File: src/rtl/if_pkg.sv
// Shared types and constants for the instruction-fetch stage.
package if_pkg;

    typedef enum logic [1:0] {
        ST_BOOT  = 2'd0,
        ST_FETCH = 2'd1,
        ST_FLUSH = 2'd2
    } if_state_e;

    localparam logic [31:0] IF_NOP = 32'h0000_0000;
    localparam logic [31:0] PC_INC = 32'd4;

    typedef struct packed {
        logic [31:0] pc;
        logic [31:0] inst;
        logic        filled;
    } if_entry_t;

endpackage

File: src/rtl/if_inst_queue.sv
// Circular in-order queue of fetch slots: allocated at request, filled at response, popped by decode.
// Head is combinational from storage; the caller keeps alloc off when full and pop off when empty.
module if_inst_queue
    import if_pkg::*;
#(
    parameter int DEPTH = 2
) (
    input  logic                     clk,
    input  logic                     rst,
    input  logic                     alloc,
    input  logic [31:0]              alloc_pc,
    input  logic                     fill,
    input  logic [31:0]              fill_inst,
    input  logic                     pop,
    input  logic                     clear,
    output if_entry_t                head,
    output logic [$clog2(DEPTH):0]   count
);

    localparam int AW = $clog2(DEPTH);
    localparam int CW = AW + 1;

    logic [AW-1:0] head_ptr;
    logic [AW-1:0] tail_ptr;
    logic [AW-1:0] fill_ptr;
    if_entry_t     mem [DEPTH];

    assign head = mem[head_ptr];

    // Fill always targets the oldest unfilled slot, which can never be the slot
    // being allocated or popped in the same cycle, so the three writes are disjoint.
    always_ff @(posedge clk) begin
        if (rst || clear) begin
            head_ptr <= '0;
            tail_ptr <= '0;
            fill_ptr <= '0;
            count    <= '0;
            for (int i = 0; i < DEPTH; i++) begin
                mem[i].filled <= 1'b0;
            end
        end else begin
            if (alloc) tail_ptr <= tail_ptr + 1'b1;
            if (fill)  fill_ptr <= fill_ptr + 1'b1;
            if (pop)   head_ptr <= head_ptr + 1'b1;
            count <= count + CW'(alloc) - CW'(pop);
            for (int i = 0; i < DEPTH; i++) begin
                if (alloc && tail_ptr == AW'(i)) begin
                    mem[i] <= '{pc: alloc_pc, inst: IF_NOP, filled: 1'b0};
                end else if (fill && fill_ptr == AW'(i)) begin
                    mem[i].inst   <= fill_inst;
                    mem[i].filled <= 1'b1;
                end else if (pop && head_ptr == AW'(i)) begin
                    mem[i].filled <= 1'b0;
                end
            end
        end
    end

endmodule

File: src/rtl/if_fetch.sv
// Instruction fetch: in-order requests to variable-latency imem, PC/inst pair to decode (combinational from queue head).
// Decode pause holds the head; branch/jump redirects flush the queue and drop responses still in flight.
module if_fetch
    import if_pkg::*;
#(
    parameter logic [31:0] RESET_PC = 32'h0000_0000,
    parameter int          DEPTH    = 2,
    parameter logic [31:0] NOP      = 32'h0000_0000
) (
    input  logic        clk,
    input  logic        rst,
    input  logic        i_IF_pause,
    input  logic        i_IF_brTaken,
    input  logic [31:0] i_IF_brTarget,
    input  logic        i_IF_jump,
    input  logic [31:0] i_IF_jumpPC,
    input  logic [25:0] i_IF_lowPC,
    output logic        o_IF_imemReq,
    output logic [31:0] o_IF_imemAddr,
    input  logic        i_IF_imemRdy,
    input  logic        i_IF_imemValid,
    input  logic [31:0] i_IF_imemData,
    output logic        o_IF_valid,
    output logic [31:0] o_IF_PC,
    output logic [31:0] o_IF_inst
);

    localparam int CW = $clog2(DEPTH) + 1;

    if_state_e   state;
    if_state_e   state_nxt;
    logic [31:0] req_pc;
    logic [CW-1:0] outstanding;
    logic [CW-1:0] drop_cnt;
    logic [CW-1:0] drop_nxt;
    logic [CW-1:0] pending;
    logic [CW-1:0] count;
    if_entry_t   head;

    logic        redirect;
    logic [31:0] target;
    logic [31:0] jump_seq;
    logic [27:0] unused_seq;
    logic        issue;
    logic        drop;
    logic        fill;
    logic        pop;

    assign redirect   = i_IF_brTaken | i_IF_jump;
    assign jump_seq   = i_IF_jumpPC + PC_INC;
    assign unused_seq = jump_seq[27:0];
    // Branch comes from the older instruction, so it wins over a same-cycle jump.
    assign target     = i_IF_brTaken ? i_IF_brTarget : {jump_seq[31:28], i_IF_lowPC, 2'b00};

    assign o_IF_imemReq  = (state == ST_FETCH) && !redirect && (count < CW'(DEPTH));
    assign o_IF_imemAddr = req_pc;
    assign issue         = o_IF_imemReq && i_IF_imemRdy;

    assign drop = i_IF_imemValid && (drop_cnt != '0);
    assign fill = i_IF_imemValid && (drop_cnt == '0) && !redirect;

    assign o_IF_valid = (count != '0) && head.filled && !redirect;
    assign o_IF_PC    = o_IF_valid ? head.pc   : '0;
    assign o_IF_inst  = o_IF_valid ? head.inst : NOP;
    assign pop        = o_IF_valid && !i_IF_pause;

    // On redirect every in-flight request becomes stale; a response landing this cycle is one of them.
    assign pending = drop_cnt + outstanding;
    always_comb begin
        drop_nxt = drop_cnt;
        if (redirect) begin
            drop_nxt = pending - CW'(i_IF_imemValid && (pending != '0));
        end else begin
            drop_nxt = drop_cnt - CW'(drop);
        end
    end

    always_comb begin
        state_nxt = state;
        case (state)
            ST_BOOT:  state_nxt = ST_FETCH;
            ST_FETCH: if (redirect && drop_nxt != '0) state_nxt = ST_FLUSH;
            ST_FLUSH: if (drop_nxt == '0) state_nxt = ST_FETCH;
            default:  state_nxt = ST_BOOT;
        endcase
    end

    always_ff @(posedge clk) begin
        if (rst) begin
            state       <= ST_BOOT;
            req_pc      <= RESET_PC;
            outstanding <= '0;
            drop_cnt    <= '0;
        end else begin
            state    <= state_nxt;
            drop_cnt <= drop_nxt;
            if (redirect) begin
                outstanding <= '0;
                req_pc      <= target;
            end else begin
                outstanding <= outstanding + CW'(issue) - CW'(fill);
                if (issue) req_pc <= req_pc + PC_INC;
            end
        end
    end

    if_inst_queue #(.DEPTH(DEPTH)) u_queue (
        .clk       (clk),
        .rst       (rst),
        .alloc     (issue),
        .alloc_pc  (req_pc),
        .fill      (fill),
        .fill_inst (i_IF_imemData),
        .pop       (pop),
        .clear     (redirect),
        .head      (head),
        .count     (count)
    );

endmodule

File: config.mk
export PLATFORM = sky130hd
export DESIGN_NAME = if_fetch
export DESIGN_NICKNAME = d
export VERILOG_FILES = /design/src/rtl/if_pkg.sv /design/src/rtl/if_inst_queue.sv /design/src/rtl/if_fetch.sv
export SDC_FILE = /design/constraint.sdc
export NUM_CORES = 1
export LEC_CHECK = 0
export CORE_ASPECT_RATIO = 1.25
export CORE_MARGIN = 1.5
export CORE_UTILIZATION = 30
export DETAILED_ROUTE_END_ITERATION = 16
export GPL_TIMING_DRIVEN = 0
export SLEW_MARGIN = 30
export SYNTH_ARGS = -nofsm -noshare
export SYNTH_HDL_FRONTEND = slang
export SYNTH_SLANG_ARGS = --single-unit
File: constraint.sdc
create_clock -name clk -period 5.6 [get_ports clk]
set_clock_uncertainty 0.2 [all_clocks]
set_input_delay 0.84 -clock clk [delete_from_list [all_inputs] [get_ports clk]]
set_output_delay 0.84 -clock clk [all_outputs]
set_load 0.01 [all_outputs]
# [After elaboration in Yosys (flattened, before gate mapping)]
# Memories as Yosys holds them, arrays and structs flattened. A register that Yosys moved wholly into a read port is not among the register bits.
# Index checks and enable logic that the tools add are counted.
[word_totals] reg_bits=43 memories=1 ramBits=130 mem_bits_ro=0 out_inout_bits=98 elab_cells=113 latch_bits=0
[op_classes] n_reduce_logical=30 muxes=45 n_div=0 n_bitwise=12 n_shift=0 n_eq_ne=4 n_lt_le_gt_ge=1 n_mul=0 addsub=12
[mem_list] name="u_queue.mem" words=2 word_bits=65 rd=1 rd_ports_with_merged_regs=1 wr=2 line="if_inst_queue.sv:26" source="if_entry_t mem [DEPTH];"
[op_table] operator="2-to-1 mux 32 bit" count=7
[op_table] operator="adder 32 x 3 -> 32 bit, second input constant" count=2
[op_table] operator="2-to-1 mux 1 bit" count=34
[op_table] operator="logical AND 1 bit" count=17
[op_table] operator="nonzero test 2 bit" count=5
[op_table] operator="bitwise OR 1 bit" count=9
[op_table] operator="subtractor 2 x 1 -> 2 bit" count=4
[op_table] operator="logical NOT 2 bit" count=3
[op_table] operator="2-to-1 mux 2 bit" count=3
[op_table] operator="one-hot mux 2 bit (3 select lines)" count=1
[op_table] operator="adder 2 x 1 -> 2 bit" count=2
[op_table] operator="adder 1 bit, second input constant" count=3
[op_table] operator="NOT 1 bit" count=3
[op_table] operator="adder 2 bit" count=1
[op_table] operator="== test 2 x 1 -> 1 bit, second input constant" count=1
[op_table] operator="== test 2 bit, second input constant" count=1
[op_table] operator="logical NOT 1 bit" count=2
[op_table] operator="< comparator 2 bit, second input constant" count=1
[op_table] operator="inequality test 2 x 1 -> 1 bit, second input constant" count=1
[op_table] operator="inequality test 2 bit, second input constant" count=1
[op_table] operator="AND reduction 2 bit" count=1
[op_table] operator="OR reduction 2 bit" count=1
[op_table] operator="logical OR 1 bit" count=1

# [Logic depth before layout (Yosys ltp)]
[depth] depth_word=12 mapped_depth=10

# [Hierarchy]
# From an unflattened synthesis, not the netlist that was laid out.
[hier_totals] hier_cells=896 hier_area_um2=9456.6
[modules_own_cells] module="if_inst_queue" n_inst=1 seq_area_each_um2=4023.9 cells_each=433 area_per_inst_um2=6134.6
[modules_own_cells] module="if_fetch" n_inst=1 seq_area_each_um2=760.7 cells_each=463 area_per_inst_um2=3321.9

# [Worst setup path before layout]
# OpenSTA, ideal clock, no wires.
[synth_timing] path_type="input-to-reg" startpoint="in i_IF_imemRdy" endpoint="mem u_queue.mem[0][10] (netlist name) (enable)" required_time_ns=5.025 n_path_buf=1 setup_ns=0.375 arrival_ns=4.409 path_slack_ns=0.616 cell_stages=5 path_cell_list="nor4bb_1 buf_4 nand2_2 nor3_1 or2_2"
[synth_rtl] element="from (decl)" line="if_fetch.sv:20" source="input logic i_IF_imemRdy,"
[synth_rtl] element="to (decl)" line="if_inst_queue.sv:26"

# [Worst setup path in the final report]
[layout_timing] startpoint="in i_IF_jump" endpoint="out o_IF_PC[20]"
[layout_between] elab_chain_cells=4
[layout_lines] element="from (decl)" line="if_fetch.sv:15" source="input logic i_IF_jump,"
[layout_lines] element="bitwise OR 1 bit" line="if_fetch.sv:49" source="assign redirect = i_IF_brTaken | i_IF_jump;"
[layout_lines] element="logical NOT 1 bit" line="if_fetch.sv:62" source="assign o_IF_valid = (count != '0) && head.filled && !redirect;"
[layout_lines] element="logical AND 1 bit" line="if_fetch.sv:62"
[layout_lines] element="2-to-1 mux 32 bit" line="if_fetch.sv:63" source="assign o_IF_PC = o_IF_valid ? head.pc : '0;"
[layout_lines] element="to (decl)" line="if_fetch.sv:24" source="output logic [31:0] o_IF_PC,"
# Every way passes these cells.

==> results.md <==
* Status: complete, no violations
* Core area at 0.0277 mm^2
* FF+latch area at 0.00478 mm^2
* PortBufs at 224
* Root buffer cell: clkbuf_16
* R2R cell count at 7
* Footprint of the multi-input gates at 0.00346 mm^2
* Crit Path Max Fanout at 10
* Peak supply drop at 0.189 mV
* Reg2reg end: u_queue.mem[1][29]
* # nets final at 1149
* Synth Flop Type: edfxtp_1
* WL per Instance at 18.4 um
* Share of cells above drive strength 1 at 0.0597
* Slowest-stage cell, CP: clkdlybuf4s50_1
* Routed vias/inst at 4.93
* DRT iter0 DRCs at 520
* Netlist cell types at 66
* Largest net degree at the start of global routing at 33
* Setup bufs post-CTS at 0
* Reg-to-Reg Start: u_queue.count[1]
* Final setup fails at 0
* Slew Limit Fails at 0
* Die area at 0.0293 mm^2
* R2R Setup Slk at 2450 ps
* Crit Path Class: input port to primary output
* Fmax at 227 MHz
* Cts hold-fix bufs at 0
* Initial Util at 0.306
* Grt total ovfl at 0
* Hold worst-path end: u_queue.fill_ptr
* Non-filler cells, final at 1372
* First-pass GRT wire length at 38000 um
* Sequential Power Share at 0.483
* Die width at 153 um
* CTS Sinks at 174
* Sequential area share after synthesis at 0.564
* DP Cell Count at 1341
* Count of final hold-check violations at 0
* Site Rows at 68
* Switching Power at 678 uW
* Clock share of power at 0.409
* Internal power at 2320 uW
* Layout area overhead at 39.6%
* Finished Cell Area at 0.0118 mm^2
* Setup WS pre-CTS at 1100 ps
* CP Launch Type: input port
* Synth warnings at 0
* Most Frequent Cell on Critical Path: clkdlybuf4s50_1
* Worst-path cell chain: clkdlybuf4s50_1, nor2_4, o211ai_1, clkbuf_1, buf_1, nor2_1, clkdlybuf4s50_1
* LEAKAGE at 0.00406 uW
* CTS tree: built
* Clk buf depth at 2
* Setup ws final at 1190 ps
* Ant. Diodes at 0
* Actual slew at the worst max-slew pin at 856 ps
* Synthesized area at 0.00849 mm^2
* Die H at 191 um
* Overall power at 3000 uW
* Critical Path AT at 3370 ps
* First-pass DRT Iterations at 7
* TritonCTS Buffers at 17
* Post-synth EDFFs at 130
* Crit share post-route at 0.788
* GR Util All Layers at 0.173
* CP endpoint kind: primary output
* Max-Cap Viols at 0
* Aggregate routed wire length at 25300 um
* DRC viols at 0
* PD cells at 253 mW/mm^2
* PostCTS Resize Cnt at 0
* H-Tree Depth at 4
* Dpl hpwl at 19200 um
* Relative slew slack at 0.429
* Clk slew on worst S/H paths at 60 ps
* Clock latency on the worst-skew pair at 430 ps
* Syn avg cell area at 11.2 um^2
* Post-route ant nets at 0
* #FFs+latches synth at 174
* Comb power frac at 0.108
* Ys async rst share at 0
* GP Congestion at 0.869
* Net Sw Frac at 0.226
* Mapped Nets at 900
* I/O pin count at 227
* Hold_sp: u_queue.fill_ptr
* Hold depth at 2
* Fillers at 2674
* Worst Hold Class: register to register
* Initial antenna violation count at 0
* Via count at 6761
* Slowest stage delay, CP at 570 ps
* Final min period at 4410 ps
* CP required at 4560 ps
* Mapped Cells at 761
* Placed Area at 0.0112 mm^2
* Vias in the first global route at 6613
* RSZ-0062 raised after global routing: no
* Setup TNS at 0 ps
per-layer routing:
| metal | share of wire | wire [um] | GRT usage | up-vias |
|---|---|---|---|---|
| li1 | - | - | - | 3245 |
| met1 | 0.41 | 10400 | 0.209 | 3237 |
| met2 | 0.51 | 12900 | 0.305 | 245 |
| met3 | 0.058 | 1460 | 0.0351 | 34 |
| met4 | 0.022 | 547 | 0.0597 | 0 |
| met5 | 0 | 0 | 0 | - |
stage by stage:
stage,hold slack [ps],util
final,301,0.427
after global routing,340,0.427
after CTS,301,0.427
after detailed placement,292,0.405
after global placement,286,0.403
after floorplan,263,-
how the worst max path moves through the flow:
| stage | end | startpoint | depth (start not counted) |
|---|---|---|---|
| 5_1_grt | o_IF_inst[19] | i_IF_jump | 7 |
| 2_1_floorplan | u_queue.mem[0][10] | i_IF_imemRdy | 5 |
| 3_5_place_dp | o_IF_inst[19] | i_IF_jump | 7 |
| 6_report | o_IF_PC[20] | i_IF_jump | 7 |
| 4_1_cts | o_IF_inst[19] | i_IF_jump | 7 |
| 3_3_place_gp | u_queue.mem[0][18] | i_IF_jump | 6 |
cells in the final DEF (no fill, tap or decap), types with 3 or more instances in the layout:
cell type / instances
clkdlybuf4s50_1: 224
edfxtp_1: 130
nor2_1: 108
and2_1: 97
mux2i_1: 69
dfxtp_1: 44
nand2_1: 35
clkbuf_1: 29
a21oi_1: 19
xnor2_1: 19
nand4_1: 18
clkbuf_16: 17
inv_1: 15
nand3_1: 14
a211oi_1: 14
buf_1: 13
xor2_1: 13
and3_1: 12
o22ai_1: 10
ha_1: 10
o21ai_0: 9
nor3_1: 9
a22oi_1: 6
buf_4: 5
nor4_1: 5
nor2b_1: 4
a222oi_1: 4
clkinvlp_4: 4
bufinv_16: 4
or2_2: 3
and4_1: 3
critical path: cells and delay by family:
| kind | cells | cell delay (ps) |
|---|---|---|
| AND/OR/NAND/NOR | 2 | 540 |
| buffers and inverters | 4 | 1740 |
| AO/OA/AOI/OAI | 1 | 240 |
cell type report:
class | count | share of cell area
plain buffers | 44 | 0.0159
clock inverters | 11 | 0.0142
repair buffers | 230 | 0.195
clock buffers | 20 | 0.0369
multi-input cells | 527 | 0.292
inverters | 16 | 0.00507
flip-flops and latches | 174 | 0.404
well taps | 350 | 0.0370
cells by family after synthesis:
| family | count (synthesis) | share of synthesized area |
|---|---|---|
| buffers and inverters | 60 | 0.0293 |
| muxes | 70 | 0.0827 |
| adders and majority gates | 10 | 0.0147 |
| xor gates and xnor gates | 32 | 0.0330 |
| AOI/OAI and AO/OA | 85 | 0.0694 |
| and+or+nand+nor | 330 | 0.207 |
| DFF | 174 | 0.564 |
registers in the layout, summed over array words and instances (netlist names), named ones only:
| signal | count |
|---|---|
| u_queue.fill_ptr | 1 |
| drop_cnt | 2 |
| u_queue.head_ptr | 1 |
| state | 2 |
| outstanding | 2 |
| u_queue.tail_ptr | 1 |
| o_IF_imemAddr | 32 |
| u_queue.count | 2 |
| u_queue.mem | 130 |
cells in the mapped netlist, drive strengths merged (16+ instances only):
master,number,share of area
mux2i,69,0.081
nor2,109,0.049
edfxtp,130,0.46
clkbuf,28,0.014
xnor2,19,0.020
buf,16,0.0086
nand2,37,0.017
a21oi,19,0.011
inv,16,0.0071
and2,100,0.074
dfxtp,44,0.10
nand4,19,0.015
power by group through the flow:
stage	Combinational (uW)	Sequential, uW	Clock [uW]
6_report	323	1450	1230
5_1_grt	351	1450	1300
4_1_cts	325	1450	1240
3_5_place_dp	323	1480	0
3_3_place_gp	319	1480	0
2_1_floorplan	139	1470	0
No activity file was read; power rests on OpenSTA's default activity.
